==> config.mk <==
export PLATFORM = sky130hd
export DESIGN_NAME = seq_rotate_shift_flat
export DESIGN_NICKNAME = d
export VERILOG_FILES = /design/src/rtl/seq_rotate_shift_pkg.sv /design/src/rtl/seq_rotate_shift_if.sv /design/src/rtl/seq_rotate_shift_step.sv /design/src/rtl/seq_rotate_shift.sv /design/src/flat_wrapper.sv
export SDC_FILE = /design/constraint.sdc
export NUM_CORES = 1
export LEC_CHECK = 0
export BUFFER_PORTS_ARGS = -buffer_cell sky130_fd_sc_hd__buf_2
export CAP_MARGIN = 5
export CORE_UTILIZATION = 50
export DETAILED_ROUTE_END_ITERATION = 12
export GPL_ROUTABILITY_DRIVEN = 1
export PLACE_DENSITY = 0.76
export SLEW_MARGIN = 20
export SYNTH_ARGS = -nofsm -noshare
export SYNTH_HDL_FRONTEND = slang
export SYNTH_SLANG_ARGS = --single-unit
==> constraint.sdc <==
create_clock -name clk -period 1.39 [get_ports clk]
set_input_delay 0.0695 -clock clk [delete_from_list [all_inputs] [get_ports clk]]
set_output_delay 0.0695 -clock clk [all_outputs]
set_load 0.01 [all_outputs]
==> src/rtl/seq_rotate_shift_pkg.sv <==
// Shared types for the multi-cycle rotate/shift unit: op codes, FSM states
// and the legality check for the op field.
package seq_rotate_shift_pkg;

  typedef enum logic [2:0] {
    OP_ROR = 3'b000,
    OP_ROL = 3'b001,
    OP_SLL = 3'b010,
    OP_SRL = 3'b011,
    OP_SRA = 3'b100
  } op_e;

  typedef enum logic [1:0] {
    S_IDLE = 2'd0,
    S_BUSY = 2'd1,
    S_DONE = 2'd2
  } state_e;

  function automatic logic is_legal_op(input logic [2:0] op);
    return op <= 3'b100;
  endfunction

endpackage

==> src/rtl/seq_rotate_shift_if.sv <==
// Request/response handshake bundle for seq_rotate_shift; the unit is the
// slave, the requester/consumer is the master.
interface seq_rotate_shift_if #(parameter int WIDTH = 8);
  localparam int SHW = $clog2(WIDTH);

  logic             in_valid;
  logic             in_ready;
  logic [WIDTH-1:0] in_data;
  logic [2:0]       in_op;
  logic [SHW-1:0]   in_shamt;
  logic             out_valid;
  logic             out_ready;
  logic [WIDTH-1:0] out_data;
  logic             out_err;
  logic             busy;

  modport slave (
    input  in_valid, in_data, in_op, in_shamt, out_ready,
    output in_ready, out_valid, out_data, out_err, busy
  );

  modport master (
    output in_valid, in_data, in_op, in_shamt, out_ready,
    input  in_ready, out_valid, out_data, out_err, busy
  );
endinterface

==> src/rtl/seq_rotate_shift_step.sv <==
// Combinational k-bit (0..STEP) shift/rotate of one WIDTH-bit value; the
// only shifting logic in the unit. Reserved ops pass the value through.
module rot_step
  import seq_rotate_shift_pkg::*;
#(
  parameter int WIDTH = 8,
  parameter int STEP  = 1,
  localparam int KW   = $clog2(STEP + 1)
) (
  input  logic [WIDTH-1:0] val,
  input  logic [2:0]       op,
  input  logic [KW-1:0]    k,
  output logic [WIDTH-1:0] res
);
  logic [2*WIDTH-1:0] dbl;
  assign dbl = {val, val};

  // Rotates slide a window over the doubled operand so k=0 needs no special case.
  always_comb begin
    res = val;
    case (op)
      OP_ROR:  res = WIDTH'(dbl >> k);
      OP_ROL:  res = WIDTH'((dbl << k) >> WIDTH);
      OP_SLL:  res = val << k;
      OP_SRL:  res = val >> k;
      OP_SRA:  res = $signed(val) >>> k;
      default: res = val;
    endcase
  end
endmodule

==> src/rtl/seq_rotate_shift.sv <==
// Multi-cycle rotate/shift unit: captures a request, applies up to STEP bits
// per clock through rot_step, then holds the result until it is taken.
module seq_rotate_shift
  import seq_rotate_shift_pkg::*;
#(
  parameter int WIDTH = 8,
  parameter int STEP  = 1
) (
  input  logic              clk,
  input  logic              reset_n,
  seq_rotate_shift_if.slave io
);
  localparam int SHW = $clog2(WIDTH);
  localparam int KW  = $clog2(STEP + 1);

  state_e           state, state_nx;
  logic [WIDTH-1:0] data_q, res_q, step_val;
  logic [2:0]       op_q;
  logic [SHW-1:0]   rem_q, rem_nx;
  logic             err_q;
  logic [KW-1:0]    k;
  logic             legal;

  assign legal = is_legal_op(io.in_op);

  // k = min(STEP, remaining); compared at 32 bits since STEP may equal WIDTH.
  always_comb begin
    if (32'(rem_q) >= STEP) k = KW'(STEP);
    else                    k = KW'(rem_q);
  end
  assign rem_nx = rem_q - SHW'(k);

  rot_step #(.WIDTH(WIDTH), .STEP(STEP)) u_step (
    .val(data_q), .op(op_q), .k(k), .res(step_val)
  );

  always_ff @(posedge clk or negedge reset_n) begin
    if (!reset_n) state <= S_IDLE;
    else          state <= state_nx;
  end

  always_comb begin
    state_nx = state;
    case (state)
      S_IDLE:  if (io.in_valid)
                 state_nx = (io.in_shamt != '0 && legal) ? S_BUSY : S_DONE;
      S_BUSY:  if (rem_nx == '0) state_nx = S_DONE;
      S_DONE:  if (io.out_ready) state_nx = S_IDLE;
      default: state_nx = S_IDLE;
    endcase
  end

  always_comb begin
    io.in_ready  = (state == S_IDLE);
    io.busy      = (state != S_IDLE);
    io.out_valid = (state == S_DONE);
    io.out_err   = (state == S_DONE) && err_q;
    io.out_data  = res_q;
  end

  // res_q is loaded only on entry to DONE so the last result survives IDLE.
  always_ff @(posedge clk or negedge reset_n) begin
    if (!reset_n) begin
      data_q <= '0;
      res_q  <= '0;
      op_q   <= '0;
      rem_q  <= '0;
      err_q  <= 1'b0;
    end else begin
      case (state)
        S_IDLE: if (io.in_valid) begin
          data_q <= io.in_data;
          op_q   <= io.in_op;
          err_q  <= !legal;
          rem_q  <= legal ? io.in_shamt : '0;
          if (!legal || io.in_shamt == '0) res_q <= io.in_data;
        end
        S_BUSY: begin
          data_q <= step_val;
          rem_q  <= rem_nx;
          if (rem_nx == '0) res_q <= step_val;
        end
        S_DONE: if (io.out_ready) err_q <= 1'b0;
        default: ;
      endcase
    end
  end
endmodule

==> src/flat_wrapper.sv <==
// flat-port wrapper written by rule: the top's interface ports become plain ports
module seq_rotate_shift_flat import seq_rotate_shift_pkg::*;
#(
  parameter int WIDTH = 8,
  parameter int STEP  = 1
)
  (clk, reset_n, io_in_valid, io_in_data, io_in_op, io_in_shamt, io_out_ready, io_in_ready, io_out_valid, io_out_data, io_out_err, io_busy);
  seq_rotate_shift_if #(.WIDTH(WIDTH)) io_i ();
  input  logic clk;
  input  logic reset_n;
  input wire logic [$bits(io_i.in_valid)-1:0] io_in_valid;
  input wire logic [$bits(io_i.in_data)-1:0] io_in_data;
  input wire logic [$bits(io_i.in_op)-1:0] io_in_op;
  input wire logic [$bits(io_i.in_shamt)-1:0] io_in_shamt;
  input wire logic [$bits(io_i.out_ready)-1:0] io_out_ready;
  output wire logic [$bits(io_i.in_ready)-1:0] io_in_ready;
  output wire logic [$bits(io_i.out_valid)-1:0] io_out_valid;
  output wire logic [$bits(io_i.out_data)-1:0] io_out_data;
  output wire logic [$bits(io_i.out_err)-1:0] io_out_err;
  output wire logic [$bits(io_i.busy)-1:0] io_busy;
  assign io_i.in_valid = io_in_valid;
  assign io_i.in_data = io_in_data;
  assign io_i.in_op = io_in_op;
  assign io_i.in_shamt = io_in_shamt;
  assign io_i.out_ready = io_out_ready;
  assign io_in_ready = io_i.in_ready;
  assign io_out_valid = io_i.out_valid;
  assign io_out_data = io_i.out_data;
  assign io_out_err = io_i.out_err;
  assign io_busy = io_i.busy;
  seq_rotate_shift #(.WIDTH(WIDTH), .STEP(STEP)) u_core (.clk(clk), .reset_n(reset_n), .io(io_i));
endmodule
* Word level (Yosys, flattened, before mapping)
Index checks and enable logic that the tools add are counted.
** Word-level totals
- Input bits :: 18
- Register bits after elaboration :: 25
** Cells by class
- Reductions and logical operators :: 17
- Equality and inequality tests :: 10
- Mux-type cells :: 19
- $add $sub $neg :: 1
- Shift operators :: 5
- Order comparisons :: 2
** Operators with widths (number)
- $pmux 8 s5 :: 1
- $mux 8 :: 4
- $pmux 8 s2 :: 2
- $shl 16x1->16 :: 1
- $shr 16x1->8 :: 1
- $logic_not 3->1 :: 3
- $mux 2 :: 4
- $shl 8x1->8 :: 1
- $shr 8x1->8 :: 1
- $sshr 8x1->8 :: 1
- $eq 3x2->1 const B :: 2
- $mux 3 :: 2
- $pmux 2 s3 :: 1
- $pmux 3 s2 :: 1
- $reduce_and 3->1 :: 2
- $reduce_bool 2->1 :: 3
- $ne 2x1->1 const B :: 2
- $ne 2x2->1 const B :: 2
- $reduce_and 2->1 :: 2
- $reduce_and 4->1 :: 1
- $eq 3x1->1 const B :: 1
- $eq 3x3->1 const B :: 1
- $ge 3x1->1 const B :: 1
- $le 3x3->1 const B :: 1
- other kinds (10) :: 13

* Longest topological paths before layout
Gate-level depths: netlist of the first run.
- Word-level depth :: 6
- Gate-level depth with buffers :: 7
- Depth with buffers taken out :: 6

* Cells and area by module
A second synthesis of the first run with hierarchy kept.
** Unflattened totals
- Cells, all modules :: 184
- Area total of the unflattened synthesis :: 1600.3 µm²
** By module, submodules not included
- seq_rotate_shift :: instances 1, cells each 124, area each 1211.2 µm²
- rot_step :: instances 1, cells each 60, area each 389.1 µm²

* Worst setup path after synthesis of the first run
No wires, ideal clock.
- Kind :: register to register
- From :: register u_core.state[1]
- To :: register u_core.data_q[0]
- Arrival :: 1462 ps
- Stages on the path, launching flop included :: 6
- Path buffers :: 1
- Setup time :: 80 ps
- Slack :: -151 ps
- Required time :: 1310 ps
- Clock period less this slack :: 1541 ps
- Path through :: dfrtp_1 -> buf_2 -> nand2b_1 -> a21o_1 -> a2111oi_1 -> a2bb2oi_1
** On the way
- Word-level cells in the longest chain between the ends :: 3
- Elaborated cells on any way between the ends :: 6
- Classes of those cells :: 2 x eq/ne; 1 x mux; 3 x reduce/logical
** Ends and longest elaborated chain
- start: declaration :: line seq_rotate_shift.sv:16 : state_e state, state_nx;
- start signal: assignment :: line seq_rotate_shift.sv:39 : else state <= state_nx;
- $eq 2x1->1 / $logic_not 2->1 (equally long branches) :: line seq_rotate_shift.sv:70 : case (state)
- $reduce_bool 2->1 (no line) / $ne 2x2->1 (equally long branches)
- $reduce_and 2->1 (no line)
- end signal: assignment :: line seq_rotate_shift.sv:72 : data_q <= io.in_data;
- end signal: assignment :: line seq_rotate_shift.sv:79 : data_q <= step_val;
- end: declaration :: line seq_rotate_shift.sv:17 : logic [WIDTH-1:0] data_q, res_q, step_val;
Several ways; a longest one is shown, not always the timed one.
A chain may end at the register's enable or synchronous reset.

* Worst setup path after layout of the first run
- From :: register u_core.op_q[0]
- To :: register u_core.res_q[2] (netlist: u_core.io.out_data[2])
** On the way
- Word-level cells in the longest chain between the ends :: 4
- Elaborated cells on any way between the ends :: 8
- Classes of those cells :: 4 x eq/ne; 3 x mux; 1 x reduce/logical
** Ends and longest elaborated chain
- start: declaration :: line seq_rotate_shift.sv:18 : logic [2:0] op_q;
- start signal: assignment :: line seq_rotate_shift.sv:73 : op_q <= io.in_op;
- $eq 3x3->1 (tied with other cells) :: line seq_rotate_shift_step.sv:21 : case (op)
- $pmux 8 s5 (*) :: line seq_rotate_shift_step.sv:21
- $mux 8 (*) :: line seq_rotate_shift.sv:81 : if (rem_nx == '0) res_q <= step_val;
- $pmux 8 s2 (*) :: line seq_rotate_shift.sv:70
- end signal: assignment :: line seq_rotate_shift.sv:76 : if (!legal || io.in_shamt == '0) res_q <= io.in_data;
- end signal: assignment :: line seq_rotate_shift.sv:81
- end: declaration :: line seq_rotate_shift.sv:17
Every way passes the cells marked *; elsewhere a longest branch is shown, timed or not. The select of a mux whose other input is x is not followed.

==> flow_summary.json, run 1 <==
{
  "hold_start": "io_in_data[1]",
  "worstSetupEndpointType": "flop",
  "setup.worst_path.start_class": "flop",
  "ir_drop_mv": 1.42,
  "grt_overflow": 0,
  "syn_area_sq_mm": 0.00162,
  "status": "complete, but fails checks",
  "gp_congestion": 0.826,
  "period_needed_ps": 1690,
  "yosys_warnings": 0,
  "wl_per_cell_um": 19.7,
  "cts-htree-levels": 1,
  "cp_slowest_cell": "dfrtp_2",
  "relSlewSlack": 0.611,
  "syn_avg_cell_area_sq_um": 9.02,
  "seq_area_frac_synth": 0.385,
  "first_pass_iters": 5,
  "nFillCells": 186,
  "synthXorXnorAreaFrac": 0.00539,
  "vias": 1926,
  "synth_mux_area_frac": 0.0586,
  "synth_nets": 199,
  "start_util": 0.528,
  "final.setup.tns_ps": -4110,
  "p_sw_mw": 2.79,
  "tightestPinTransition_ps": 584,
  "finalWirelength_um": 5840,
  "power_switching_share": 0.454,
  "clk_pin_slew_ps": 140,
  "area_growth_pct": 47.1,
  "cts_tree": "done",
  "rsz0062_at_grt": "true",
  "ant_nets": 0,
  "ioPinCount": 30,
  "rrSetupSlack_ps": -300,
  "drt_iter0_drc": 209,
  "drc": 0,
  "drv_slew": 0,
  "leakagePower_nw": 1.05,
  "final_cell_mix": "35 x buf_4, 26 x buf_2, 23 x dfrtp_1",
  "vias_per_cell": 6.51,
  "synth_fa_ha_area_frac": 0.00770,
  "violations": "negative setup slack",
  "reg2reg_from": "u_core.op_q[0]$_DFFE_PN0P_",
  "nNetsFinal": 272,
  "critPathKind": "reg2reg",
  "period_share": 1.22,
  "n_antenna_cell": 0,
  "r2r-end": "u_core.io.out_data[2]$_DFFE_PN0P_",
  "synth_compound_area_frac": 0.250,
  "synth_simple_gate_area_frac": 0.230,
  "clk_path_buf_depth": 2,
  "pwr-share-clk": 0.055,
  "io_buffers": 29,
  "dieArea_sq_mm": 0.00348,
  "combPwrFrac": 0.701,
  "async_flop_share": 1.00,
  "drive_gt1_frac": 0.468,
  "clk_latency_ps": 330,
  "hold_viol": 0,
  "reg2regPathDepth": 6,
  "finalWorstSetupSlack_ps": -303,
  "numCtsBuffers": 3,
  "track_usage": 0.314,
  "die_w_um": 59.0,
  "synth_flop_cell": "dfrtp_1",
  "seqPwrFrac": 0.244,
  "min_path_cells": 3,
  "die_h_um": 59.0,
  "syn_inst": 180,
  "setup_violations": 26,
  "grt_pass1_vias": 1788,
  "cap_violations": 0,
  "cp.arrival_ps": 1930,
  "path_cells": "o21a_1 -> buf_4 -> nor2_1 -> buf_4 -> o221ai_1 -> a31oi_1",
  "p_per_area_mw_per_mm2": 2570,
  "detailed_place_hpwl_um": 3440,
  "timing.critical_path.mode_cell": "buf_4",
  "skew_ps": 5.97,
  "antenna_found_initial": 0,
  "required_ps": 1620,
  "cts.root.buffer_cell": "clkbuf_4",
  "holdWs_ps": 12.1,
  "netlist-cell-type-count": 47,
  "core-area_sq_mm": 0.00308,
  "synth_top_family_by_area": "compound AO/OA/AOI/OAI gates",
  "layout_commonest_cell": "buf_4",
  "clkSinkCount": 25,
  "ys_ff_latch": 25,
  "cp_slowest_stage_delay_ps": 490,
  "intPower_mw": 3.35,
  "grt_first_pass_wirelength_um": 8120,
  "rows": 20,
  "synth-edff-count": 0,
  "critPathMaxFanout": 10,
  "max_freq_ghz": 0.591,
  "hold_end": "u_core.io.out_data[1]$_DFFE_PN0P_",
  "grt_max_degree": 26,
  "hp-class": "in2reg"
}
[logic make-up (layout without fill, tap and decap cells)]
family                   Yosys count  count (layout)
AO/OA/AOI/OAI                     57              57
XOR/XNOR                           1               1
adder cells (fa/ha/maj)            1               1
buffers and inverters             17              89
flip-flops                        25              25
multiplexers                       9               9
AND/OR/NAND/NOR                   70              70
[power groups by stage]
| stage | clock network, mW | registers [mW] | logic (mW) |
|---|---|---|---|
| 2_1_floorplan | 0 | 1.47 | 2.03 |
| 3_3_place_gp | 0 | 1.43 | 3.20 |
| 3_5_place_dp | 0 | 1.46 | 3.30 |
| 4_1_cts | 0.343 | 1.45 | 3.77 |
| 5_1_grt | 0.375 | 1.53 | 4.53 |
| 6_report | 0.339 | 1.50 | 4.31 |
[synth_stat cells, types with 2 or more instances]
library cell / n / area, sq um
a21oi_1: 12 / 60.1
or2_1: 2 / 12.5
nand3_1: 3 / 15.0
mux2i_1: 5 / 50.1
nor2_1: 19 / 71.3
o22ai_1: 3 / 18.8
nor3_1: 11 / 55.1
clkbuf_1: 2 / 7.51
a31oi_1: 7 / 43.8
nand2_1: 10 / 37.5
or3b_1: 2 / 17.5
mux2_2: 4 / 45.0
inv_1: 6 / 22.5
o21ai_0: 4 / 20.0
nand2b_1: 7 / 43.8
buf_6: 4 / 45.0
nor2b_1: 8 / 50.1
dfrtp_1: 25 / 626
o221ai_1: 6 / 52.6
a221oi_1: 6 / 52.6
a211oi_1: 3 / 22.5
o21ai_1: 3 / 15.0
buf_2: 4 / 20.0
[area by class of cell]
type	count	area, sq um	area share
inverter	6	22.5	0.00943
clock inverter	1	5.00	0.00210
multi-input combinational	138	1040	0.436
sequential	25	628	0.263
timing repair buffer	79	613	0.257
clock buffer	3	22.5	0.00943
tap	44	55.1	0.0230
[worst max-delay path by stage]
stage | startpoint | endpoint
after CTS | u_core.op_q[1]$_DFFE_PN0P_ | u_core.io.out_data[1]$_DFFE_PN0P_
after detailed placement | u_core.op_q[1]$_DFFE_PN0P_ | u_core.io.out_data[3]$_DFFE_PN0P_
after floorplan | u_core.op_q[0]$_DFFE_PN0P_ | u_core.io.out_data[0]$_DFFE_PN0P_
after global routing | u_core.op_q[0]$_DFFE_PN0P_ | u_core.io.out_data[2]$_DFFE_PN0P_
after global placement | u_core.op_q[0]$_DFFE_PN0P_ | u_core.io.out_data[1]$_DFFE_PN0P_
final | u_core.op_q[0]$_DFFE_PN0P_ | u_core.io.out_data[2]$_DFFE_PN0P_
[stage by stage]
stage | std cells | worst slack (ps) | utilization | total power, mW | area, sq um
6_report | 296 | -303 | 0.776 | 6.15 | 2390
5_1_grt | 296 | -349 | 0.776 | 6.44 | 2390
4_1_cts | 295 | -261 | 0.743 | 5.57 | 2290
3_5_place_dp | 278 | -342 | 0.665 | 4.76 | 2050
3_3_place_gp | 278 | -233 | 0.665 | 4.62 | 2050
2_1_floorplan | 180 | -110 | - | 3.49 | 1660
[repair_timing]
action | 4_1_cts | 5_1_grt
gates resized for setup | 22 | 24
gates cloned | 1 | 0
hold buffers | 6 | 0
pin swaps | 14 | 5
setup buffers | 6 | 1
setup endpoints to repair | 27 | 28
endpoints found under the hold margin | 30 | 0
[flip-flops by register name (all words and copies together) (netlist names)]
register / count
u_core.data_q: 8
u_core.err_q: 1
u_core.io.out_data: 8
u_core.op_q: 3
u_core.rem_q: 3
u_core.state: 2
[layer usage]
layer | GRT usage | up-vias | share of wire
li1 | - | 813 | -
met1 | 0.401 | 920 | 0.39
met2 | 0.508 | 153 | 0.48
met3 | 0.0546 | 40 | 0.086
met4 | 0.167 | 0 | 0.048
met5 | 0 | - | 0
[critical path: cells and delay by family, from the launching register on]
family	cells	cell delay, ps
flops	1	490
simple gates	1	100
buf+inv	2	310
compound gates	3	690
(Power assumes the default switching activity.)
==> run 2, diff against run 1 <==
- CORE_UTILIZATION: 50 -> 52
- CTS_BUF_LIST: not set -> sky130_fd_sc_hd__clkbuf_8
- GPL_TIMING_DRIVEN: not set -> 0
- PLACE_DENSITY: 0.76 -> 0.78
==> flow_summary.json, run 2 (synthesis results as in run 1) <==
{
  "finalWorstSetupSlack_ps": -249,
  "period_needed_ps": 1640,
  "pwr-share-clk": 0.072,
  "drc": 0,
  "intPower_mw": 3.31,
  "grt_first_pass_wirelength_um": 7730,
  "die_w_um": 57.9,
  "skew_ps": 7.12,
  "cts.root.buffer_cell": "clkbuf_8",
  "p_per_area_mw_per_mm2": 2700,
  "vias": 1845,
  "path_buf_inv": 0,
  "wl_per_cell_um": 21.1,
  "violations": "negative setup slack",
  "grt_pass1_vias": 1617,
  "relSlewSlack": 0.612,
  "first_pass_iters": 5,
  "grt_max_degree": 26,
  "cp.arrival_ps": 1840,
  "cp_slowest_cell": "dfrtp_2",
  "start_util": 0.569,
  "worstSetupEndpointType": "flop",
  "ir_drop_mv": 1.64,
  "grt_overflow": 0,
  "antenna_found_initial": 0,
  "seqPwrFrac": 0.243,
  "max_freq_ghz": 0.610,
  "hold_viol": 0,
  "dieArea_sq_mm": 0.00335,
  "core-area_sq_mm": 0.00285,
  "die_h_um": 57.9,
  "critPathMaxFanout": 7,
  "layout_commonest_cell": "buf_2",
  "cap_violations": 0,
  "area_growth_pct": 43.5,
  "drv_slew": 0,
  "leakagePower_nw": 0.999,
  "setup_violations": 24,
  "rsz0062_at_grt": "true",
  "path_cells": "nand3b_4 -> a311o_1 -> a211o_1 -> a21oi_1",
  "n_antenna_cell": 0,
  "final_core_util": 0.817,
  "clkSinkCount": 25,
  "setup.worst_path.start_class": "flop",
  "required_ps": 1590,
  "combPwrFrac": 0.685,
  "power_mw": 6.29,
  "nNetsFinal": 257,
  "holdWs_ps": 35.0,
  "status": "complete, but fails checks",
  "nFillCells": 173,
  "final_cell_mix": "28 x buf_2, 22 x buf_4, 20 x dfrtp_1",
  "numCtsBuffers": 3,
  "p_sw_mw": 2.99,
  "vias_per_cell": 6.88,
  "period_share": 1.18,
  "cts-htree-levels": 1,
  "cp_slowest_stage_delay_ps": 500,
  "ant_nets": 0,
  "gp_congestion": 0.800,
  "critPathKind": "reg2reg",
  "clk_latency_ps": 280,
  "rows": 19,
  "drt_iter0_drc": 209,
  "power_switching_share": 0.474,
  "detailed_place_hpwl_um": 2970,
  "cts_tree": "done",
  "tightestPinTransition_ps": 582,
  "final.setup.tns_ps": -3440,
  "finalWirelength_um": 5650,
  "clk_pin_slew_ps": 90,
  "io_buffers": 28,
  "hp-class": "in2reg",
  "drive_gt1_frac": 0.494,
  "crit_family": "compound AO/OA/AOI/OAI gates",
  "ioPinCount": 30,
  "clk_path_buf_depth": 2,
  "track_usage": 0.302
}
[run 2: what timing repair did]
| item | in CTS | in global routing |
|---|---|---|
| gates cloned | 2 | 0 |
| pin swaps | 21 | 13 |
| setup buffers | 17 | 6 |
| resized for setup | 41 | 27 |
| hold buffers | 1 | 0 |
| endpoints found under the setup margin | 23 | 26 |
| hold endpoints to repair | 25 | 0 |
[run 2: power groups by stage]
| stage | clock network (mW) | logic, mW | registers [mW] |
|---|---|---|---|
| 2_1_floorplan | 0 | 2.03 | 1.47 |
| 3_3_place_gp | 0 | 2.62 | 1.47 |
| 3_5_place_dp | 0 | 2.72 | 1.50 |
| 4_1_cts | 0.427 | 3.62 | 1.51 |
| 5_1_grt | 0.475 | 4.56 | 1.56 |
| 6_report | 0.451 | 4.31 | 1.53 |
[run 2: worst paths after layout]
kind                                                endpoint  cells after the start                         startpoint  slack, ps
max                             u_core.data_q[1]$_DFFE_PN0P_                      4         u_core.op_q[2]$_DFFE_PN0P_       -250
min                              u_core.rem_q[0]$_DFFE_PN0P_                      3                     io_in_shamt[0]         30
max reg2reg                     u_core.data_q[1]$_DFFE_PN0P_                      4         u_core.op_q[2]$_DFFE_PN0P_       -250
min reg2reg                u_core.io.out_data[0]$_DFFE_PN0P_                      1  u_core.io.out_data[0]$_DFFE_PN0P_        540
max in group asynchronous        u_core.rem_q[2]$_DFFE_PN0P_                      2                            reset_n        660
min in group asynchronous       u_core.data_q[1]$_DFFE_PN0P_                      2                            reset_n        310
[run 2: worst min-delay path, stage by stage]
cell	delay [ps]
buf_2	90
nand2_2	60
o311ai_2	60
[run 2: layout make-up]
cell class | instances | area (sq um) | share of cell area
repair buffers | 54 | 357 | 0.153
clock inverters | 1 | 3.75 | 0.00161
well taps | 31 | 38.8 | 0.0166
plain buffers | 10 | 103 | 0.0440
inverters | 6 | 22.5 | 0.00966
multi-input cells | 138 | 1130 | 0.486
flip-flops and latches | 25 | 632 | 0.271
clock buffers | 3 | 41.3 | 0.0177
[run 2: routing by layer]
| metal | vias up | wire [um] | GRT usage |
|---|---|---|---|
| met5 | - | 0 | 0 |
| met4 | 0 | 429 | 0.116 |
| met3 | 59 | 515 | 0.0379 |
| met2 | 141 | 2700 | 0.501 |
| met1 | 865 | 2000 | 0.404 |
| li1 | 780 | - | - |
[run 2: metrics by stage]
stage	cell area [sq um]	worst slack, ps	instances
3_3_place_gp	1840	-280	239
5_1_grt	2330	-387	268
2_1_floorplan	1660	-110	180
6_report	2330	-249	268
3_5_place_dp	1840	-350	239
4_1_cts	2190	-223	263
==> run 3, diff against run 2 <==
- REMOVE_ABC_BUFFERS: not set -> 1
==> flow_summary.json, run 3 (synthesis results as in run 1) <==
{
  "p_per_area_mw_per_mm2": 2670,
  "critPathKind": "reg2reg",
  "setup.worst_path.start_class": "flop",
  "grt_pass1_vias": 1717,
  "ant_nets": 0,
  "period_needed_ps": 1700,
  "first_pass_iters": 11,
  "rsz0062_at_grt": "true",
  "grt_max_degree": 26,
  "final_cell_mix": "30 x buf_2, 18 x dfrtp_1, 15 x nor2_1, 15 x buf_4, 11 x nor3_1",
  "met1Wirelength_um": 1990,
  "dieArea_sq_mm": 0.00335,
  "clk_latency_ps": 290,
  "gp_congestion": 0.802,
  "cts.root.buffer_cell": "clkbuf_8",
  "grt_overflow": 0,
  "drc": 1,
  "cts-htree-levels": 1,
  "vias": 1710,
  "met3WireLength_um": 413,
  "finalWirelength_um": 5220,
  "nFillCells": 173,
  "setup_violations": 22,
  "worstSetupEndpointType": "flop",
  "clk_path_buf_depth": 2,
  "nNetsFinal": 246,
  "start_util": 0.569,
  "detailed_place_hpwl_um": 2770,
  "area_growth_pct": 38.1,
  "hp-class": "in2reg",
  "relSlewSlack": 0.603,
  "finalWorstSetupSlack_ps": -315,
  "cp.arrival_ps": 1910,
  "drv_slew": 0,
  "track_usage": 0.316,
  "drive_gt1_frac": 0.482,
  "cts_tree": "done",
  "n_antenna_cell": 0,
  "skew_ps": 6.19,
  "grt_first_pass_wirelength_um": 8020,
  "numCtsBuffers": 3,
  "wl_per_cell_um": 20.3,
  "hold_viol": 0,
  "rows": 19,
  "met2_length_um": 2650,
  "die_w_um": 57.9,
  "layout_commonest_cell": "buf_2",
  "clk_pin_slew_ps": 100,
  "antenna_found_initial": 0,
  "io_buffers": 29,
  "violations": "design-rule violations, negative setup slack",
  "leakagePower_nw": 0.943,
  "period_share": 1.23,
  "critPathMaxFanout": 6,
  "top_layer_used": "met4",
  "holdWs_ps": 1.39,
  "required_ps": 1600,
  "core-area_sq_mm": 0.00285,
  "max_freq_ghz": 0.587,
  "status": "complete, but fails checks",
  "vias_per_cell": 6.65,
  "drt_iter0_drc": 166,
  "ioPinCount": 30,
  "die_h_um": 57.9,
  "cap_violations": 0,
  "ir_drop_mv": 1.67,
  "tightestPinTransition_ps": 596,
  "clkSinkCount": 25,
  "power_mw": 5.99
}
## run 3: worst max-delay path: stages (launching register included)
cell,delay (ps)
dfrtp_4,530
o21a_2,250
a311o_1,350
a211o_1,320
a31oi_1,180
## run 3: path summary, 6_finish.rpt
kind | startpoint | endpoint | slack (ps) | cells after the start
setup / recovery | u_core.op_q[1]$_DFFE_PN0P_ | u_core.io.out_data[1]$_DFFE_PN0P_ | -310 | 4
hold / removal | io_in_shamt[1] | u_core.rem_q[1]$_DFFE_PN0P_ | 1 | 3
setup reg to reg | u_core.op_q[1]$_DFFE_PN0P_ | u_core.io.out_data[1]$_DFFE_PN0P_ | -310 | 4
hold reg to reg | u_core.err_q$_DFFE_PN0P_ | u_core.err_q$_DFFE_PN0P_ | 510 | 2
max in group asynchronous | reset_n | u_core.op_q[1]$_DFFE_PN0P_ | 640 | 2
min in group asynchronous | reset_n | u_core.state[0]$_DFFE_PN0P_ | 310 | 2
## run 3: per-layer routing
layer / vias to the layer above / GRT usage
met4: 0 / 0.146
met5: - / 0
met2: 101 / 0.532
li1: 763 / -
met1: 823 / 0.392
met3: 23 / 0.0647
## run 3: report_power, final
part	total, mW	switching (mW)	internal [mW]
Sequential	1.62	0.510	1.11
Clock	0.468	0.266	0.202
Combinational	3.90	2.07	1.82
## run 3: what timing repair did
action                                 CTS  global route
resized for setup                       30            37
endpoints found under the hold margin   25             0
pin swaps                               19             8
buffers inserted                        19             5
hold buffers                             1             0
setup endpoints to repair               28            24
## run 3: metrics by stage
stage	util	instances	cell area (sq um)	setup TNS, ps	setup slack, ps
after floorplan	-	169	1540	-5210	-397
after global placement	0.606	229	1730	-12810	-825
after detailed placement	0.606	229	1730	-13780	-849
after CTS	0.729	253	2080	-3000	-265
after global routing	0.786	257	2240	-3970	-319
final	0.786	257	2240	-2830	-315
## run 3: area by class of cell
type	count	area, sq um	share of cell area
Sequential cell	25	637	0.284
Timing Repair Buffer	53	382	0.170
Clock inverter	1	5.00	0.00223
Inverter	6	22.5	0.0100
Clock buffer	3	41.3	0.0184
Multi-Input combinational cell	138	1120	0.498
Tap cell	31	38.8	0.0173
